<file path="src/rtl/ahci_pkg.sv">
// Shared definitions for the AHCI data handlers: state encoding, frame limit,
// debug-word field offsets and the byte-length to word-count helper.
package ahci_pkg;

  typedef enum logic [2:0] {
    S_IDLE   = 3'd0,
    S_CALC   = 3'd1,
    S_WAIT   = 3'd2,
    S_RDREQ  = 3'd3,
    S_RDDATA = 3'd4,
    S_ACK    = 3'd5,
    S_ERR    = 3'd6
  } dh_state_e;

  localparam logic [13:0] C_MAX_FRM_BYTES = 14'h2000;

  localparam int DBG_STATE_LSB = 0;
  localparam int DBG_ERR_BIT   = 3;
  localparam int DBG_BEAT_LSB  = 8;
  localparam int DBG_WORDS_LSB = 16;

  // Round a byte count up to whole 32-bit words; 0x2000 bytes gives 0x800 words.
  function automatic logic [11:0] len_to_words(input logic [13:0] len);
    return 12'((len + 14'd3) >> 2);
  endfunction

endpackage

</file>
<file path="src/rtl/tx_dh_burst_calc.sv">
// Burst sizing helper: clamps the remaining word count to the burst limit and
// computes the buffer pointer after a burst of burst_len words.
module tx_dh_burst_calc
  import ahci_pkg::*;
#(
  parameter int C_BURST_WORDS = 32,
  parameter int C_ADDR_WIDTH  = 32
) (
  input  logic [11:0]             words,
  input  logic [8:0]              burst_len,
  input  logic [C_ADDR_WIDTH-1:0] ptr,
  output logic [8:0]              burst,
  output logic [C_ADDR_WIDTH-1:0] ptr_next
);

  localparam logic [11:0] BURST_MAX = 12'(C_BURST_WORDS);

  always_comb begin
    burst    = (words > BURST_MAX) ? 9'(BURST_MAX) : words[8:0];
    ptr_next = ptr + C_ADDR_WIDTH'({burst_len, 2'b00});
  end

endmodule

</file>
<file path="src/rtl/tx_dh.sv">
// Transmit data handler: fetches frame words from memory in bursts and pushes
// them into the link FIFO. Optional byte swap build: define TX_DH_BSWAP_EN.
module tx_dh
  import ahci_pkg::*;
#(
  parameter int C_BURST_WORDS = 32,
  parameter int C_ADDR_WIDTH  = 32
) (
  input  logic                    sys_clk,
  input  logic                    sys_rst,
  input  logic                    port2dh_load,
  input  logic [C_ADDR_WIDTH-1:0] port2dh_addr,
  input  logic                    tx2dh_req,
  input  logic [13:0]             tx2dh_len,
  output logic                    dh2tx_ack,
  output logic                    dh2tx_err,
  output logic                    dh2mem_req,
  output logic [C_ADDR_WIDTH-1:0] dh2mem_addr,
  output logic [8:0]              dh2mem_len,
  input  logic                    mem2dh_ack,
  input  logic                    mem2dh_valid,
  input  logic [31:0]             mem2dh_data,
  input  logic                    mem2dh_last,
  input  logic                    mem2dh_err,
  input  logic                    txll2dh_afull,
  output logic                    txdma2txll_push,
  output logic [31:0]             txdma2txll_data,
  output logic [31:0]             dh2dbg
);

  dh_state_e               state_q, state_d;
  logic [C_ADDR_WIDTH-1:0] ptr_q, ptr_d;
  logic [11:0]             words_q, words_d;
  logic [8:0]              burst_q, burst_d;
  logic [7:0]              beat_q, beat_d;
  logic                    err_q, err_d;
  logic                    hold_q, hold_d;
  logic                    push_q, push_d;
  logic [31:0]             data_q, data_d;
  logic [31:0]             beat_word;
  logic [8:0]              burst_calc;
  logic [C_ADDR_WIDTH-1:0] ptr_adv;

  tx_dh_burst_calc #(
    .C_BURST_WORDS(C_BURST_WORDS),
    .C_ADDR_WIDTH (C_ADDR_WIDTH)
  ) u_burst_calc (
    .words    (words_q),
    .burst_len(burst_q),
    .ptr      (ptr_q),
    .burst    (burst_calc),
    .ptr_next (ptr_adv)
  );

`ifdef TX_DH_BSWAP_EN
  assign beat_word = {mem2dh_data[7:0], mem2dh_data[15:8],
                      mem2dh_data[23:16], mem2dh_data[31:24]};
`else
  assign beat_word = mem2dh_data;
`endif

  always_comb begin
    state_d = state_q;
    ptr_d   = ptr_q;
    words_d = words_q;
    burst_d = burst_q;
    beat_d  = beat_q;
    err_d   = err_q;
    hold_d  = 1'b0;
    push_d  = 1'b0;
    data_d  = data_q;
    case (state_q)
      S_IDLE: begin
        if (port2dh_load) ptr_d = port2dh_addr;
        // hold_q masks the request level still present right after ack/err
        if (tx2dh_req && !hold_q) begin
          words_d = len_to_words(tx2dh_len);
          state_d = S_CALC;
        end
      end
      S_CALC: begin
        if (words_q == 12'd0) begin
          state_d = S_ACK;
        end else begin
          burst_d = burst_calc;
          state_d = S_WAIT;
        end
      end
      S_WAIT: begin
        if (!txll2dh_afull) state_d = S_RDREQ;
      end
      S_RDREQ: begin
        if (mem2dh_ack) begin
          ptr_d   = ptr_adv;
          words_d = words_q - 12'(burst_q);
          beat_d  = 8'd0;
          state_d = mem2dh_err ? S_ERR : S_RDDATA;
        end
      end
      S_RDDATA: begin
        if (mem2dh_valid) begin
          beat_d = beat_q + 8'd1;
          if (mem2dh_err) begin
            err_d = 1'b1;
          end else if (!err_q) begin
            push_d = 1'b1;
            data_d = beat_word;
          end
          if (mem2dh_last) begin
            if (err_q || mem2dh_err) state_d = S_ERR;
            else if (words_q == 12'd0) state_d = S_ACK;
            else state_d = S_CALC;
          end
        end
      end
      S_ACK: begin
        hold_d  = 1'b1;
        state_d = S_IDLE;
      end
      S_ERR: begin
        hold_d  = 1'b1;
        err_d   = 1'b0;
        state_d = S_IDLE;
      end
      default: state_d = S_IDLE;
    endcase
  end

  always_ff @(posedge sys_clk or posedge sys_rst) begin
    if (sys_rst) begin
      state_q <= S_IDLE;
      ptr_q   <= '0;
      words_q <= '0;
      burst_q <= '0;
      beat_q  <= '0;
      err_q   <= 1'b0;
      hold_q  <= 1'b0;
      push_q  <= 1'b0;
      data_q  <= '0;
    end else begin
      state_q <= state_d;
      ptr_q   <= ptr_d;
      words_q <= words_d;
      burst_q <= burst_d;
      beat_q  <= beat_d;
      err_q   <= err_d;
      hold_q  <= hold_d;
      push_q  <= push_d;
      data_q  <= data_d;
    end
  end

  assign dh2tx_ack       = (state_q == S_ACK);
  assign dh2tx_err       = (state_q == S_ERR);
  assign dh2mem_req      = (state_q == S_RDREQ);
  assign dh2mem_addr     = ptr_q;
  assign dh2mem_len      = burst_q;
  assign txdma2txll_push = push_q;
  assign txdma2txll_data = data_q;

  always_comb begin
    dh2dbg = '0;
    dh2dbg[DBG_STATE_LSB +: 3]  = state_q;
    dh2dbg[DBG_ERR_BIT]         = err_q;
    dh2dbg[DBG_BEAT_LSB +: 8]   = beat_q;
    dh2dbg[DBG_WORDS_LSB +: 12] = words_q;
  end

endmodule
</file>
<file path="config.mk">
export PLATFORM = sky130hd
export DESIGN_NAME = tx_dh
export DESIGN_NICKNAME = d
export VERILOG_FILES = /design/src/rtl/ahci_pkg.sv /design/src/rtl/tx_dh_burst_calc.sv /design/src/rtl/tx_dh.sv
export SDC_FILE = /design/constraint.sdc
export NUM_CORES = 1
export LEC_CHECK = 0
export BUFFER_PORTS_ARGS = -buffer_cell sky130_fd_sc_hd__buf_2
export CORE_MARGIN = 1.5
export CORE_UTILIZATION = 55
export CTS_CLUSTER_SIZE = 10
export DETAILED_ROUTE_END_ITERATION = 8
export PLACE_DENSITY = 0.87
export SLEW_MARGIN = 20
export SYNTH_ARGS = -nofsm -noshare
export SYNTH_HDL_FRONTEND = slang
export SYNTH_SLANG_ARGS = --single-unit
</file>
<file path="constraint.sdc">
create_clock -name sys_clk -period 7.5 [get_ports sys_clk]
set_clock_uncertainty 0.1 [all_clocks]
set_input_delay 0.375 -clock sys_clk [delete_from_list [all_inputs] [get_ports sys_clk]]
set_output_delay 0.375 -clock sys_clk [all_outputs]
set_load 0.05 [all_outputs]
</file>
==> impl_metrics.ini <==
[yosys]
syn_area_per_cell_um2 = 9.33
synth_edf_count = 0
netlist_top_cells_area = dfrtp_1, mux2_2, nand2_1
syn-instance-count = 619
synthDistinctLibCells = 68
synth_ff_type = dfrtp_1
synth_top_area_share_pct = 42.9
synth_top_area_cell = dfrtp_1
synthArstFlopShare_pct = 100
yosysWarnings = 0
ys_seq_area_share_pct = 42.9
synth_area_um2 = 5770
ys_seq_elements = 99

[pwr]
power_leakage_nw = 3.46
finalPower_mw = 3.37
pwr_density_cell_nw_per_um2 = 482
max-vdd-ir-drop_mv = 0.311

[global_route]
grt_pass1_wl_mm = 25.2
antenna_found_initial = 1
first_global_vias = 5390
grt_max_degree = 63
grt_overflow = 0
grt.total_usage_pct = 28.1

[sta]
finalMaxSlewViolations = 0
setup_violations = 0
hold_viol = 0
rsz0062_at_grt = false
slew_headroom_pct = 25.1
period_share_pct = 41.0
worst_pin_slew_ps = 1110
max_freq_mhz = 325
finalCriticalPeriod_ps = 3070
timing.setup.tns_ps = 0
finalWorstSetupSlack_ps = 4430

[placed_design]
place_ws_ps = 4500
gp_congestion = 0.933
portBuffers = 187
post-dp-hpwl_mm = 11.5
numPlacedInstances = 916

[clock_tree]
clock_latency_ps = 370
htree_levels = 3
root_buffer = clkbuf_8
cts_tree = yes
cts-resized-gates = 0
cts_buffer_depth = 2
numCtsBuffers = 9
clkTransAtPathRegs_ps = 110
clkSinkCount = 99

[cells_and_area]
nFillCells = 843
layout_commonest_cell = buf_2
final_cells = 934
final_cell_mix = buf_2, dfrtp_1, nand2_1, nor2_1, a21oi_1
nets = 900
final_layout_size_suffix_gt1_share_pct = 31.9
syn2layout_area_growth_pct = 21.2

[floorplan]
initial_utilization_pct = 56.4
die_x_um = 105
dieArea_um2 = 11100
boundaryPins = 196
die_y_um = 105
core_area_um2 = 10200
rows = 37

[worst_setup_path]
critical_path_class = reg2reg
crit_fanout = 41
cp.required_ps = 7710
startpoint_type = flop
critPathCaptureType = flop
cp.arrival_ps = 3280

[run]
cap_violations = 0

[drt]
final_antenna_net_count = 0
drt_first_iter_violations = 461
wl_per_cell_um = 16.8
firstDrtPassIters = 9
via_count = 5574
drc_errors = 0
via_per_inst = 5.97
wirelength_mm = 15.7

[worst_hold_path]
hold_path.class = in2reg

[outcome]
status = finished clean
[stage by stage]
stage	utilization (%)	hold slack (ps)	cell area, um2
floorplan	-	380	5800
detailed placement	66.2	329	6770
finish	68.4	95.9	7000
global route	68.4	99.9	7000
CTS	68.4	83.3	6990
global placement	66.2	319	6770
[kinds of logic after synthesis]
| logic type | synth area share (%) |
|---|---|
| AO/OA/AOI/OAI | 18.7 |
| XOR/XNOR | 3.94 |
| adder cells (fa/ha/maj) | 4.81 |
| buffers and inverters | 4.66 |
| flip-flops | 42.9 |
| multiplexers | 7.11 |
| other | 0.0650 |
| AND/OR/NAND/NOR | 17.8 |
[area by class of cell]
class / instances / area [um2] / share of cell area, %
Antenna cell: 1 / 2.50 / 0.0358
Clock buffer: 9 / 124 / 1.77
Clock inverter: 7 / 86.3 / 1.23
Inverter: 23 / 88.8 / 1.27
Timing Repair Buffer: 194 / 991 / 14.2
Tap cell: 136 / 170 / 2.43
Multi-Input combinational cell: 465 / 3060 / 43.7
Sequential cell: 99 / 2480 / 35.4
[cells in the mapped netlist, types with 6 or more instances]
library cell	n
nand3_1	24
a21oi_1	37
nor4_1	6
nor3_1	14
xnor2_1	10
a31oi_1	6
or3_1	8
nand2_1	71
dfrtp_1	99
and3_1	7
mux2_2	32
xor2_1	16
ha_1	19
nor2_1	46
a211oi_1	9
buf_1	8
buf_4	9
nand4_1	10
o21ai_0	36
inv_1	23
clkbuf_1	20
[power breakdown]
part / total [mW] / internal [mW] / switching [mW]
sequential: 0.984 / 0.754 / 0.230
clock: 0.353 / 0.135 / 0.218
combinational: 2.03 / 0.578 / 1.46
[state kept, by name, summed over array words and instances (netlist names)]
signal and count:
hold_q 1, dh2mem_addr 32, words_q 12, txdma2txll_data 32, dh2mem_len 9, state_q 3, err_q 1, txdma2txll_push 1
beat_q 8
[layer usage]
metal	vias to the layer above	routed length, um	part of all wire, %	global-route usage [%]
met3	60	1240	7.9	5.07
met1	2590	6220	40	34.8
met5	-	0	0	0
met4	0	518	3.3	12.6
met2	319	7700	49	47.9
li1	2605	-	-	-
[worst max-delay path, stage by stage, from the launching register on]
cell     delay (ps)
dfrtp_1         630
nor2b_1         250
nand2_1          80
buf_4           260
inv_1            80
buf_4           390
nand2_1         500
or4_1           630
nand3_1          90
[worst paths after layout]
check                      slack [ps]                  end  depth (start not counted)       startpoint
max in group asynchronous        5650      dh2mem_addr[18]                          4          sys_rst
min                               100       dh2mem_addr[0]                          3  port2dh_addr[0]
max reg2reg                      4430      dh2mem_addr[30]                          8       state_q[1]
min reg2reg                       390       dh2mem_addr[0]                          2   dh2mem_addr[0]
max                              4430      dh2mem_addr[30]                          8       state_q[1]
min in group asynchronous         490  txdma2txll_data[18]                          3          sys_rst
[timing repair]
item                      in CTS  in global routing
hold buffers                   1                  0
buffers inserted               0                  0
hold endpoints to repair      37                  0
No activity file was read; power rests on OpenSTA's default activity.
